==> src/rtl/squaring_pipe_nbit.sv <==
// Elastic signed-operand squarer: carry-save reduction of the squaring partial products
// spread over STAGES registers. Define SQUARER_APPROX_ABS_EN for one's-complement magnitude.
module squaring_pipe_nbit #(
    parameter int WIDTH  = 8,
    parameter int STAGES = 2
) (
    input  logic                         clk,
    input  logic                         rst_n,
    input  logic                         in_valid,
    output logic                         in_ready,
    input  logic [WIDTH-1:0]             in_data,
    output logic                         out_valid,
    input  logic                         out_ready,
    output logic [2*WIDTH-1:0]           out_data,
    output logic [$clog2(STAGES+1)-1:0]  occupancy
);

    localparam int OCC_W = $clog2(STAGES+1);

    // Handshake: a side transfers on any rising edge where its valid and ready are both 1;
    // ready never waits on valid of the same side, and held data stays stable while stalled.

    logic [WIDTH-1:0]  mag;
    logic [STAGES-1:0] valid_q;
    logic [STAGES-1:0] adv;
    logic [STAGES-1:0] load;
    logic              in_fire;
    logic              out_fire;
    logic [OCC_W-1:0]  occ_q;

`ifdef SQUARER_APPROX_ABS_EN
    assign mag = in_data[WIDTH-1] ? ~in_data : in_data;
`else
    assign mag = in_data[WIDTH-1] ? (~in_data + 1'b1) : in_data;
`endif

    // Row i of the squaring matrix: x[i] on the diagonal at 2i, x[i]&x[j] (j>i) at i+j+1.
    function automatic logic [2*WIDTH-1:0] pp_row(input logic [WIDTH-1:0] x, input int i);
        logic [2*WIDTH-1:0] r;
        r        = '0;
        r[2*i]   = x[i];
        for (int j = i + 1; j < WIDTH; j++) begin
            r[i+j+1] = x[i] & x[j];
        end
        return r;
    endfunction

    always_comb begin
        logic free;
        adv  = '0;
        free = out_ready;
        for (int k = STAGES - 1; k >= 0; k--) begin
            adv[k] = valid_q[k] && free;
            free   = !valid_q[k] || adv[k];
        end
    end

    assign in_ready = !valid_q[0] || adv[0];
    assign in_fire  = in_valid && in_ready;
    assign out_fire = adv[STAGES-1];
    assign out_valid = valid_q[STAGES-1];
    assign occupancy = occ_q;

    always_comb begin
        load    = '0;
        load[0] = in_fire;
        for (int k = 1; k < STAGES; k++) begin
            load[k] = adv[k-1];
        end
    end

    always_ff @(posedge clk or negedge rst_n) begin
        if (!rst_n) begin
            valid_q <= '0;
            occ_q   <= '0;
        end else begin
            for (int k = 0; k < STAGES; k++) begin
                if (load[k]) begin
                    valid_q[k] <= 1'b1;
                end else if (adv[k]) begin
                    valid_q[k] <= 1'b0;
                end
            end
            if (in_fire && !out_fire) begin
                occ_q <= occ_q + 1'b1;
            end else if (out_fire && !in_fire) begin
                occ_q <= occ_q - 1'b1;
            end
        end
    end

    for (genvar k = 0; k < STAGES; k++) begin : g_stage
        localparam int LO = (k * WIDTH) / STAGES;
        localparam int HI = ((k + 1) * WIDTH) / STAGES;

        logic [WIDTH-1:0]   x_in;
        logic [2*WIDTH-1:0] s_in, c_in, s_d, c_d, s_q, c_q;

        if (k == 0) begin : g_src
            assign x_in = mag;
            assign s_in = '0;
            assign c_in = '0;
        end else begin : g_src
            assign x_in = g_stage[k-1].g_carry.x_q;
            assign s_in = g_stage[k-1].s_q;
            assign c_in = g_stage[k-1].c_q;
        end

        // Fold this stage's share of rows into the sum/carry pair with 3:2 compressors.
        always_comb begin
            logic [2*WIDTH-1:0] row, maj;
            row = '0;
            maj = '0;
            s_d = s_in;
            c_d = c_in;
            for (int i = LO; i < HI; i++) begin
                row = pp_row(x_in, i);
                maj = (s_d & c_d) | (s_d & row) | (c_d & row);
                s_d = s_d ^ c_d ^ row;
                c_d = maj << 1;
            end
        end

        always_ff @(posedge clk or negedge rst_n) begin
            if (!rst_n) begin
                s_q <= '0;
                c_q <= '0;
            end else if (load[k]) begin
                s_q <= s_d;
                c_q <= c_d;
            end
        end

        if (k < STAGES - 1) begin : g_carry
            logic [WIDTH-1:0] x_q;
            always_ff @(posedge clk or negedge rst_n) begin
                if (!rst_n) begin
                    x_q <= '0;
                end else if (load[k]) begin
                    x_q <= x_in;
                end
            end
        end
    end

    assign out_data = g_stage[STAGES-1].s_q + g_stage[STAGES-1].c_q;

endmodule

==> config.mk <==
export PLATFORM = sky130hd
export DESIGN_NAME = squaring_pipe_nbit
export DESIGN_NICKNAME = d
export VERILOG_FILES = /design/src/rtl/squaring_pipe_nbit.sv
export SDC_FILE = /design/constraint.sdc
export NUM_CORES = 1
export LEC_CHECK = 0
export BUFFER_PORTS_ARGS = -buffer_cell sky130_fd_sc_hd__buf_2
export CORE_AREA = 2 2 88 90
export DETAILED_ROUTE_END_ITERATION = 12
export DIE_AREA = 0 0 90 92
export GPL_TIMING_DRIVEN = 0
export HOLD_SLACK_MARGIN = 0.06
export PLACE_DENSITY = 0.7
export SLEW_MARGIN = 30
export SYNTH_ARGS = -nofsm -noshare
export SYNTH_HDL_FRONTEND = slang
export SYNTH_SLANG_ARGS = --single-unit
==> constraint.sdc <==
create_clock -name clk -period 4.25 [get_ports clk]
set_clock_uncertainty 0.15 [all_clocks]
set_input_delay 0 -clock clk [delete_from_list [all_inputs] [get_ports clk]]
set_output_delay 0 -clock clk [all_outputs]
set_load 0.005 [all_outputs]
Yosys cells after proc, flatten, opt, wreduce, memory -nomap -nowiden
Cells that the tools add are included.
Word-level totals
  latch bits: 0
  bits in registers: 67
  output and inout port bits: 20
  memory bits (read-only): 0
  logic and storage cells: 106
  input bits: 12
  memories: 0
  RAM bits: 0
Cells by class
  $mul: 0
  $add $sub $neg: 4
  div/mod/pow operators: 0
  $lt $le $gt $ge: 0
  eq/ne operators: 0
  multiplexer cells: 7
  shifts and indexed selects: 0
  bitwise operators: 73
  reductions and logical operators: 14
Operators with widths (count)
  $and 15x15->15: 7
  $or 15x15->15: 7
  $xor 16x15->16: 2
  $xor 16x16->16: 2
  $and 15x14->15: 2
  $and 1x1->1: 28
  $and 12x13->13: 2
  $and 11x12->12: 2
  $or 12x12->12: 2
  $and 10x11->11: 2
  $or 11x11->11: 2
  $add 16x16->16: 1
  $xor 13x16->16: 1
  $xor 16x14->16: 1
  $or 15x13->15: 1
  $and 13x13->13: 1
  $xor 12x13->13: 1
  $xor 13x13->13: 1
  $and 12x12->12: 1
  $xor 11x12->12: 1
  $xor 12x12->12: 1
  $and 11x11->11: 1
  $xor 10x11->11: 1
  $xor 11x11->11: 1
  13 further kinds: 27

Logic depth before layout (Yosys ltp)
Gate-level depths: netlist of run 1.
  depth after elaboration: 13
  mapped depth: 11

Least setup slack after synthesis of run 1
Ideal clock, no wire load.
  path kind: input to register
  start point: input port in_data[0]
  end point: register g_stage[0].s_q[6]
  path slack: 1.536 ns
  setup time: 0.125 ns
  stages on the path: 8
  path buffers: 0
  arrival time: 2.439 ns
  path through: clkinv_1 -> ha_1 -> mux2i_1 -> nor2_1 -> ha_1 -> fa_1 -> fa_1 -> mux2_2
On the way
  cells in the longest elaborated chain, start to end: 10
  elaborated cells on any way between the ends: 21
  classes of those cells: add/sub: 1; mux: 1; bitwise: 19
RTL lines
  start: declaration: line 11  | input logic [WIDTH-1:0] in_data,
  $not 8->8: line 34  | assign mag = in_data[WIDTH-1] ? (~in_data + 1'b1) : in_data;
  $add 8x1->8: line 34
  $mux 8 *: line 34
  $and 1x1->1: line 43  | r[i+j+1] = x[i] & x[j];
  $xor 9x10->10 / $and 9x10->10 (equally long branches): line 119, 118
  $and 10x11->11: line 118  | maj = (s_d & c_d) | (s_d & row) | (c_d & row);
  $or 11x11->11 (2 in a row): line 118
  $xor 11x12->12: line 119  | s_d = s_d ^ c_d ^ row;
  $xor 12x12->12 *: line 119
  via g_stage[0].s_d[6]: line 97  | logic [2*WIDTH-1:0] s_in, c_in, s_d, c_d, s_q, c_q;
  end signal: assignment: line 126  | s_q <= '0;
  end signal: assignment: line 129  | s_q <= s_d;
  end: declaration: line 97
The timed path passes the listed nets; every way through them passes the cells marked *.
A chain may end at the register's enable or synchronous reset.

Worst setup path in the final report of run 1
Same ends and word-level chain as after synthesis.

==> results of run 1 <==
-- timing repair --
action                                 in CTS  in global routing
gates resized for setup                     0                  0
setup buffers                               0                  0
endpoints found under the hold margin      58                  0
hold buffers                                9                  0
-- power groups by stage --
| stage | registers, W | logic [W] | clock network (W) |
|---|---|---|---|
| floorplan | 0.000624 | 0.000419 | 0 |
| global placement | 0.000636 | 0.000574 | 0 |
| detailed placement | 0.000643 | 0.000590 | 0 |
| CTS | 0.000634 | 0.000600 | 0.000363 |
| global route | 0.000648 | 0.000668 | 0.000383 |
| finish | 0.000633 | 0.000582 | 0.000350 |
-- placed cells by master, fill, tap and decap left out, drive strengths merged, types with 2 or more instances in the layout --
cell type     n
a21oi         6
a31oi         2
and2          2
buf          43
clkbuf        6
conb          2
dfrtp        47
dlygate4sd3   9
fa           15
ha           38
inv          29
mux2         31
nand2        18
nand2b        3
nand3         4
nand3b        2
nor2         21
nor2b         5
o211ai        3
o21ai        14
o31a          2
or2           2
xnor2         9
xor2          4
-- how the worst min path moves through the flow --
| stage | from | endpoint | slack, ns | depth (start not counted) |
|---|---|---|---|---|
| after floorplan | rst_n | g_stage[0].c_q[10] | -0.45 | 0 |
| after global placement | in_data[0] | g_stage[0].s_q[2] | 0.07 | 2 |
| after detailed placement | rst_n | g_stage[0].s_q[2] | -0.1 | 1 |
| after CTS | in_data[4] | g_stage[0].g_carry.x_q[4] | 0.07 | 3 |
| after global routing | in_data[4] | g_stage[0].g_carry.x_q[4] | 0.13 | 3 |
| final | in_data[4] | g_stage[0].g_carry.x_q[4] | 0.07 | 3 |
-- tightest hold or removal path, stage by stage --
cell and delay, ns:
buf_2 0.15, xnor2_1 0.16, o21ai_0 0.18
-- Yosys cell counts, drive strengths merged (2+ instances only) --
library cell | instances | area (µm²)
a21oi | 6 | 30.0
a31oi | 2 | 12.5
and2 | 2 | 15.0
buf | 15 | 106
dfrtp | 47 | 1180
fa | 15 | 300
ha | 38 | 475
inv | 28 | 105
mux2 | 31 | 349
nand2 | 18 | 67.6
nand2b | 3 | 18.8
nand3 | 4 | 20.0
nand3b | 2 | 15.0
nor2 | 21 | 78.8
nor2b | 5 | 31.3
o211ai | 3 | 22.5
o21ai | 14 | 77.6
o31a | 2 | 18.8
or2 | 2 | 12.5
xnor2 | 9 | 78.8
xor2 | 4 | 35.0
-- layer usage --
layer	track usage, %	share of wire, %	up-vias
li1	-	-	1026
met4	5.00	1.3	0
met1	16.4	46	1004
met5	0	0	-
met2	24.4	50	31
met3	2.88	2.7	8
-- state kept, by name, summed over array words and instances (netlist names) --
signal and cells:
g_stage.c_q 14, g_stage.g_carry.x_q 5, g_stage.s_q 24, occupancy 2, valid_q 2
-- metrics by stage --
step           instance area, µm²  setup slack, ns  cells  power (W)  hold slack [ns]
2_1_floorplan                3160             1.54    284    0.00104           -0.446
3_3_place_gp                 3430             1.07    414    0.00121           0.0722
3_5_place_dp                 3430             1.04    414    0.00123          -0.0989
4_1_cts                      3640            0.831    431    0.00160           0.0689
5_1_grt                      3640            0.725    431    0.00170            0.126
6_report                     3640            0.843    431    0.00157           0.0675
-- logic make-up (layout without fill, tap and decap cells) --
logic type,after synthesis,in the layout,synth area share [%]
AO/OA/AOI/OAI,31,31,6.18
other,1,2,0.119
flip-flops,47,47,37.3
XOR/XNOR,13,13,3.61
buffers and inverters,44,89,6.82
multiplexers,32,32,11.4
adder cells (fa/ha/maj),53,53,24.6
AND/OR/NAND/NOR,62,62,10.1
-- final cells by class --
cell class,count,area share (%)
Multi-Input combinational cell,193,48.6
Sequential cell,47,32.3
Timing Repair Buffer,37,6.39
Tap cell,102,3.50
Inverter,29,2.99
Buffer,15,2.92
Clock buffer,6,2.27
Clock inverter,2,1.06
==> flow_summary_export.csv, run 1 <==
group,metric,value,unit
run_status,run_status,"completed",
clock_tree,cts_inserted_buffers,5,
clock_tree,tritoncts,"built",
clock_tree,insertion_delay,0.30,ns
grt,grt_first_pass_wirelength,9180,µm
power,cellInternalPower,0.00108,W
logic_synthesis,synth_flop_cell,"dfrtp_1",
setup_path,critPathArrivalTime,3.45,ns
setup_path,cpLargestDelayFamily,"adder cells",
detailed_routing,vias,2069,
run,max_cap_viol_count,0,
floorplanning,initial_core_util,42.4,%
clock_tree,cts_buffer_depth,2,
placed_design,io_buffers,28,
timing,setup_viol,0,
timing,setup_tns,0,ns
power,p_comb_share,37.2,%
logic_synthesis,synth-edff-count,0,
timing,tightestPinTransition,0.671,ns
power,p_sw,0.000488,W
grt,grt_max_degree,48,
setup_path,r2r_end,"g_stage[1].s_q[12]",
floorplanning,dieArea,8280,µm²
power,ir_worst_vdd,0.000312,V
detailed_routing,drt_first_pass_iters,4,
timing,period_needed,3.41,ns
final_layout,drive_gt1_share,28.0,%
floorplanning,rows,32,
timing,max_freq,293,MHz
clock_tree,clock_sinks,47,
setup_path,r2r_cells,7,
grt,antenna_found_initial,0,
placed_design,gp_congestion,0.848,
final_layout,fin_nets,393,
final_layout,num_antenna_cells,0,
detailed_routing,drt_iter0_markers,53,
timing,finalCritPeriodShare,80.2,%
logic_synthesis,ys_warn_count,0,
final_layout,multiInputGateArea,1770,µm²
logic_synthesis,ys_ff_latch,47,
setup_path,rrSetupSlack,1.46,ns
setup_path,crit_type,"in2reg",
timing,maxSlewHeadroom,54.0,%
logic_synthesis,synth_area_per_cell,11.2,µm²
grt,grt_usage,13.7,%
setup_path,path_cells,"dlygate4sd3_1 > buf_2 > clkinv_1 > ha_1 > mux2i_1 > nor2_1 > ha_1 > fa_1 > fa_1 > mux2_2",
clock_tree,htreeDepth,2,
final_layout,fillers,715,
final_layout,layout-area-overhead-vs-synth,15.4,%
setup_path,worstSetupEndpoint,"g_stage[0].s_q[6]",
floorplanning,design.core.area,7450,µm²
final_layout,seq_area,1180,µm²
detailed_routing,ant_nets,0,
hold_path,hold_class,"in2reg",
logic_synthesis,synth_area,3160,µm²
final_layout,fin_util,48.9,%
logic_synthesis,syn_inst,283,
floorplanning,die_h,92,µm
timing,final_max_slew_viol_count,0,
detailed_routing,viasPerCell,4.80,
placed_design,dp_hpwl,4110,µm
power,clkPwrFrac,22.4,%
setup_path,worstPathRequired,4.29,ns
setup_path,cp-end-kind,"register",
grt,grt_overflow_total,0,
setup_path,critical_path_peak_fanout,8,
power,pwr-share-seq,40.4,%
setup_path,path_depth,10,
detailed_routing,finalWirelength,5320,µm
logic_synthesis,async_reset_ff_share,100,%
power,cellPowerDensity,430,nW/µm²
detailed_routing,post_drt_wl_per_cell,12.3,µm
logic_synthesis,ys_seq_area_share,37.3,%
setup_path,slowest_delay,0.57,ns
setup_path,crit_path_top_delay_cell,"fa_1",
setup_path,r2r-start,"g_stage[0].g_carry.x_q[4]",
floorplanning,die_w,90,µm
setup_path,start_kind,"input port",
power,p_leak,1.83,nW
timing,rsz0062_at_grt,"false",
clock_tree,clkSlewWorstSetupHoldPaths,0.09,ns
power,swShare,31.2,%
floorplanning,num_io_pins,32,
timing,hold_violations,0,
clock_tree,cts_root_buf,"clkbuf_8",
grt,grt_pass1_vias,2107,
setup_path,startpoint,"in_data[0]",
detailed_routing,drc,0,
logic_synthesis,ys_types,38,
setup_path,path_buf_inv,3,
No activity file was read; power rests on OpenSTA's default activity.
==> run 2, diff against run 1 <==
--- a/config.mk
+++ b/config.mk
@@ -5,6 +5,7 @@
 export SDC_FILE = /design/constraint.sdc
 export NUM_CORES = 1
 export LEC_CHECK = 0
+export ABC_AREA = 1
 export BUFFER_PORTS_ARGS = -buffer_cell sky130_fd_sc_hd__buf_2
 export CORE_AREA = 2 2 88 90
 export DETAILED_ROUTE_END_ITERATION = 12
==> constraint.sdc (replaced) <==
create_clock -name clk -period 3.3 [get_ports clk]
set_clock_uncertainty 0.15 [all_clocks]
set_input_delay 0 -clock clk [delete_from_list [all_inputs] [get_ports clk]]
set_output_delay 0 -clock clk [all_outputs]
set_load 0.005 [all_outputs]
==> run 2 against run 1 <==
Compared with the run above: combinational power rose by 7.2%; first-iteration DRC count rose by 58%; non-clock buffer count rose by 6; die area did not move; largest cell class unchanged; critical path depth rose by 6; area after synthesis fell by 1.0%; worst hold slack improved by 0.0091 ns; setup slack got worse by 0.67 ns; sequential share of layout area rose by 0.21 points.
==> flow_summary_export.csv, run 2 <==
group,metric,value,unit
final_layout,num_antenna_cells,0,
logic_synthesis,synth-edff-count,0,
floorplanning,rows,32,
logic_synthesis,ys_seq_area_share,37.6,%
setup_path,worstPathRequired,3.39,ns
logic_synthesis,ys_ff_latch,47,
logic_synthesis,synth.top_cell.area_share,37.6,%
logic_synthesis,ys_warn_count,0,
detailed_routing,ant_nets,0,
power,swShare,34.3,%
detailed_routing,viasPerCell,4.54,
setup_path,cp-end-kind,"register",
setup_path,slowest_delay,0.55,ns
placed_design,io_buffers,29,
detailed_routing,drc,0,
timing,setup_tns,0,ns
detailed_routing,vias,2336,
hold_path,hold_class,"in2reg",
setup_path,crit_path_top_delay_cell,"dlygate4sd3_1",
placed_design,dp_cells,493,
clock_tree,post_cts_buffers,0,
timing,hold_slack,0.0765,ns
grt,grt_first_pass_wirelength,9940,µm
setup_path,path_cells,"dlygate4sd3_1 > buf_2 > inv_2 > nand3_2 > nand2_1 > nand2_1 > dlygate4sd3_1 > nand2_1 > nand2_1 > nor2_1 > inv_1 > fa_1 > inv_1 > fa_1 > nand2_1 > nand2_1",
power,pwr-share-seq,44.5,%
timing,hold_violations,0,
setup_path,crit_type,"in2reg",
final_layout,drive_gt1_share,18.2,%
grt,grt_pass1_vias,2330,
floorplanning,die_h,92,µm
final_layout,layout-area-overhead-vs-synth,15.8,%
timing,tightestPinTransition,0.569,ns
final_layout,fin_nets,476,
floorplanning,initial_core_util,42.0,%
timing,period_needed,3.13,ns
setup_path,crit_top_cell,"nand2_1",
run,max_cap_viol_count,0,
clock_tree,clock_sinks,47,
run_status,run_status,"completed",
clock_tree,cts_root_buf,"clkbuf_8",
timing,rsz0062_at_grt,"false",
floorplanning,num_io_pins,32,
placed_design,dp_hpwl,4350,µm
power,cellInternalPower,0.00114,W
setup_path,critPathArrivalTime,3.22,ns
clock_tree,tritoncts,"built",
clock_tree,cts_buffer_depth,2,
logic_synthesis,ys_top_cells_by_area,"dfrtp_1, ha_1, nand2_1, fa_1, inv_1",
clock_tree,cts_resized,0,
power,p_sw,0.000595,W
floorplanning,die_w,90,µm
power,cellPowerDensity,480,nW/µm²
logic_synthesis,async_reset_ff_share,100,%
placed_design,gp_congestion,0.789,
clock_tree,htreeDepth,2,
grt,antenna_found_initial,0,
final_layout,fillers,756,
detailed_routing,drt_first_pass_iters,4,
power,ir_worst_vdd,0.000174,V
timing,maxSlewHeadroom,62.0,%
logic_synthesis,ys_types,25,
final_layout,reg_top3,"g_stage.s_q: 24 flops, g_stage.c_q: 14 flops, g_stage.g_carry.x_q: 5 flops",
detailed_routing,finalWirelength,5510,µm
logic_synthesis,synth_most_common_cell,"nand2_1",
grt,grt_overflow_total,0,
timing,finalCritPeriodShare,94.8,%
logic_synthesis,synth_flop_cell,"dfrtp_1",
clock_tree,hold_buffers,13,
final_layout,final_cell_mix,"nand2_1, dfrtp_1, inv_1, ha_1, buf_2",
logic_synthesis,synth_area_per_cell,8.65,µm²
power,p_comb_share,35.9,%
final_layout,seq_area,1180,µm²
timing,worst_slack,0.172,ns
power,p_leak,2.07,nW
timing,final_max_slew_viol_count,0,
logic_synthesis,syn_inst,361,
final_layout,layout_commonest_cell,"nand2_1",
setup_path,critical_path_peak_fanout,8,
power,p_total,0.00174,W
clock_tree,cts_inserted_buffers,5,
final_layout,regMostFlops,"g_stage.s_q",
clock_tree,clkSlewWorstSetupHoldPaths,0.08,ns
logic_synthesis,synth_area,3120,µm²
final_layout,multiInputGateArea,1670,µm²
grt,grt_usage,14.5,%
detailed_routing,drt_iter0_markers,84,
floorplanning,dieArea,8280,µm²
logic_synthesis,synth_top_cell_by_area,"dfrtp_1",
placed_design,pre_cts_ws,0.568,ns
setup_path,start_kind,"input port",
logic_synthesis,yosys-top-cells-count,"nand2_1, dfrtp_1, ha_1, inv_1",
final_layout,layout.cells.non_filler,514,
timing,setup_viol,0,
floorplanning,design.core.area,7450,µm²
power,clkPwrFrac,19.5,%
grt,grt_max_degree,48,
final_layout,largest_reg_flops,24,
detailed_routing,post_drt_wl_per_cell,10.7,µm
timing,max_freq,320,MHz
clock_tree,insertion_delay,0.30,ns
-- run 2: cell types whose count changed in the layout (fill, tap and decap cells not counted), moves of 5 or more --
cell     before  now
mux2_2       31    0
nand2_2       0    6
inv_2         0    7
xnor2_1       9    3
nand2_1      18  120
o21ai_1       0   10
inv_1        28   38
nor2_2        0    6
nor2b_1       5    0
nor2_1       21   15
-- run 2: final cells by class --
| class | instances | share of cell area [%] |
|---|---|---|
| plain buffers | 16 | 3.01 |
| well taps | 102 | 3.53 |
| clock inverters | 2 | 0.346 |
| clock buffers | 6 | 2.01 |
| multi-input cells | 253 | 46.1 |
| inverters | 46 | 4.84 |
| repair buffers | 42 | 7.68 |
| flip-flops and latches | 47 | 32.5 |
-- run 2: power groups by stage --
stage               sequential (W)  combinational [W]  clock, W
floorplan                 0.000767           0.000434         0
global placement          0.000780           0.000607         0
detailed placement        0.000783           0.000620         0
CTS                       0.000773           0.000643  0.000354
global route              0.000789           0.000737  0.000371
finish                    0.000773           0.000624  0.000339
-- run 2: cells by family (layout without fill, tap and decap cells) --
group / Yosys count / in the layout / share of synthesized area, %
compound gates: 31 / 31 / 5.17
xor+xnor: 7 / 7 / 1.96
fa+ha+maj: 53 / 53 / 24.8
buf+inv: 62 / 112 / 9.09
flops: 47 / 47 / 37.6
other cells: 1 / 2 / 0.120
simple gates: 160 / 160 / 21.2
-- run 2: layer usage --
layer / track usage (%) / part of all wire, % / vias to the layer above
met3: 2.63 / 2.7 / 9
met2: 25.9 / 48 / 34
met5: 0 / 0 / -
li1: - / - / 1210
met1: 17.8 / 47 / 1083
met4: 4.49 / 1.6 / 0
-- run 2: path summary, 6_finish.rpt --
check / slack (ns) / to / cells past startpoint / from
setup reg to reg: 0.67 / g_stage[1].s_q[12] / 8 / g_stage[0].g_carry.x_q[4]
setup / recovery: 0.17 / g_stage[0].s_q[8] / 16 / in_data[0]
max in group asynchronous: 2.51 / g_stage[1].s_q[5] / 2 / rst_n
hold reg to reg: 0.34 / g_stage[1].s_q[5] / 2 / g_stage[1].s_q[5]
hold / removal: 0.08 / g_stage[0].g_carry.x_q[7] / 5 / in_data[1]
min in group asynchronous: 0.11 / g_stage[1].s_q[14] / 2 / rst_n
-- run 2: metrics by stage --
stage | area, µm² | util, %
detailed placement | 3400 | 45.7
CTS | 3620 | 48.6
global route | 3620 | 48.6
global placement | 3400 | 45.7
floorplan | 3130 | -
finish | 3620 | 48.6
-- run 2: critical path: cells and delay by family --
family,cells,cell delay [ns]
adders and majority gates,2,1.04
buffers and inverters,6,1.50
and+or+nand+nor,8,0.68
==> run 3, diff against run 2 <==
--- a/config.mk
+++ b/config.mk
@@ -8,6 +8,7 @@
 export ABC_AREA = 1
 export BUFFER_PORTS_ARGS = -buffer_cell sky130_fd_sc_hd__buf_2
 export CORE_AREA = 2 2 88 90
+export CTS_BUF_LIST = sky130_fd_sc_hd__clkbuf_2 sky130_fd_sc_hd__clkbuf_4 sky130_fd_sc_hd__clkbuf_8
 export DETAILED_ROUTE_END_ITERATION = 12
 export DIE_AREA = 0 0 90 92
 export GPL_TIMING_DRIVEN = 0
==> run 3 against run 2 <==
Compared with the run above: combinational power about the same; sequential power about the same; highest routed layer unchanged; final area rose by 0.10%; register-to-register slack about the same; fmax decreased by 0.16%; first-iteration DRC count down 1.2%; clock-buffer cell count is the same; critical path depth stayed put.
==> flow_summary_export.csv, run 3 (same netlist as run 2, synthesis figures left out) <==
group,metric,value,unit
detailed_routing,drt_iter0_markers,83,
hold_path,hold_class,"in2reg",
floorplanning,num_io_pins,32,
power,cellPowerDensity,481,nW/µm²
clock_tree,cts_root_buf,"clkbuf_8",
final_layout,layout_commonest_cell,"nand2_1",
timing,max_freq,319,MHz
clock_tree,hold_buffers,13,
grt,grt_first_pass_wirelength,9960,µm
setup_path,start_kind,"input port",
setup_path,r2r_cells,8,
detailed_routing,viasPerCell,4.56,
detailed_routing,finalWirelength,5530,µm
final_layout,layout.cells.non_filler,514,
floorplanning,die_h,92,µm
clock_tree,tritoncts,"built",
clock_tree,cts_buffer_depth,2,
timing,worst_slack,0.167,ns
final_layout,final_cell_mix,"nand2_1, dfrtp_1, inv_1, ha_1, buf_2",
final_layout,layout-area-overhead-vs-synth,15.9,%
placed_design,dp_hpwl,4350,µm
final_layout,drive_gt1_share,18.4,%
setup_path,cp-end-kind,"register",
clock_tree,htreeDepth,2,
clock_tree,post_cts_buffers,0,
placed_design,io_buffers,29,
clock_tree,clkSlewWorstSetupHoldPaths,0.08,ns
placed_design,pre_cts_ws,0.568,ns
setup_path,crit_type,"in2reg",
final_layout,reg_top3,"g_stage.s_q: 24 flops, g_stage.c_q: 14 flops, g_stage.g_carry.x_q: 5 flops",
floorplanning,rows,32,
hold_path,whs_path_depth,5,
grt,gr-usage-met1,17.8,%
final_layout,fin_nets,476,
timing,period_needed,3.13,ns
grt,grt_busiest_layer,"met2",
setup_path,critical_path_peak_fanout,8,
grt,grt_usage,14.5,%
grt,grt_overflow_total,0,
grt,use_met2,26.0,%
setup_path,critPathArrivalTime,3.22,ns
floorplanning,die_w,90,µm
clock_tree,cts_inserted_buffers,5,
timing,final_max_slew_viol_count,0,
detailed_routing,drc,0,
clock_tree,clock_sinks,47,
timing,setup_tns,0,ns
final_layout,regMostFlops,"g_stage.s_q",
grt,antenna_found_initial,0,
final_layout,fillers,757,
power,p_total,0.00174,W
run_status,run_status,"completed",
power,p_leak,2.07,nW
floorplanning,dieArea,8280,µm²
detailed_routing,drt_first_pass_iters,4,
power,ir_worst_vdd,0.000174,V
setup_path,worstPathRequired,3.39,ns
run,max_cap_viol_count,0,
clock_tree,insertion_delay,0.30,ns
detailed_routing,vias,2346,
clock_tree,cts_resized,0,
detailed_routing,post_drt_wl_per_cell,10.8,µm
placed_design,gp_congestion,0.789,
timing,finalCritPeriodShare,94.9,%
timing,setup_viol,0,
timing,tightestPinTransition,0.571,ns
placed_design,dp_cells,493,
floorplanning,design.core.area,7450,µm²
timing,maxSlewHeadroom,61.9,%
detailed_routing,ant_nets,0,
timing,hold_violations,0,
grt,grt_max_degree,48,
final_layout,fin_util,48.6,%
floorplanning,initial_core_util,42.0,%
grt,groute.layer.met3.usage,2.63,%
final_layout,num_antenna_cells,0,
timing,rsz0062_at_grt,"false",
grt,grt_pass1_vias,2334,
final_layout,largest_reg_flops,24,
==> run 3: cell type report <==
type / instances / area (µm²) / share of cell area, %
multi-input cells: 253 / 1670 / 46.0
flip-flops and latches: 47 / 1180 / 32.5
repair buffers: 42 / 278 / 7.67
inverters: 46 / 175 / 4.84
well taps: 102 / 128 / 3.52
plain buffers: 16 / 109 / 3.01
clock buffers: 6 / 76.3 / 2.11
clock inverters: 2 / 12.5 / 0.345
==> run 3: power by group <==
group | total [W] | switching [W] | internal (W)
clock | 0.000348 | 0.000192 | 0.000157
sequential | 0.000772 | 0.0000755 | 0.000697
combinational | 0.000624 | 0.000328 | 0.000295
total | 0.00174 | 0.000595 | 0.00115
==> run 3: per-layer routing <==
metal	part of all wire [%]	vias up
met4	1.6	0
met5	0	-
met1	47	1092
li1	-	1210
met3	2.7	8
met2	48	36
==> run 3: worst max-delay path, cell delays in order <==
cell           delay, ns
dlygate4sd3_1       0.53
buf_2               0.15
inv_2               0.15
nand3_2             0.11
nand2_1             0.06
nand2_1             0.05
dlygate4sd3_1       0.55
nand2_1             0.12
nand2_1             0.08
nor2_1              0.15
inv_1               0.07
fa_1                0.51
inv_1               0.06
fa_1                0.53
nand2_1             0.05
nand2_1             0.06
==> run 3: final timing paths <==
check / startpoint / endpoint / slack, ns
min in group asynchronous: rst_n / g_stage[1].s_q[14] / 0.10
max in group asynchronous: rst_n / g_stage[1].s_q[5] / 2.50
hold reg to reg: g_stage[1].c_q[13] / g_stage[1].c_q[13] / 0.34
hold / removal: in_data[1] / g_stage[0].g_carry.x_q[7] / 0.08
setup / recovery: in_data[0] / g_stage[0].s_q[8] / 0.17
setup reg to reg: g_stage[0].g_carry.x_q[4] / g_stage[1].s_q[12] / 0.67
==> run 3: stage by stage <==
| step | instance area [µm²] | hold slack, ns |
|---|---|---|
| after global routing | 3620 | 0.108 |
| final | 3620 | 0.0757 |
| after floorplan | 3130 | -0.446 |
| after detailed placement | 3400 | -0.113 |
| after CTS | 3620 | 0.0722 |
| after global placement | 3400 | 0.0726 |
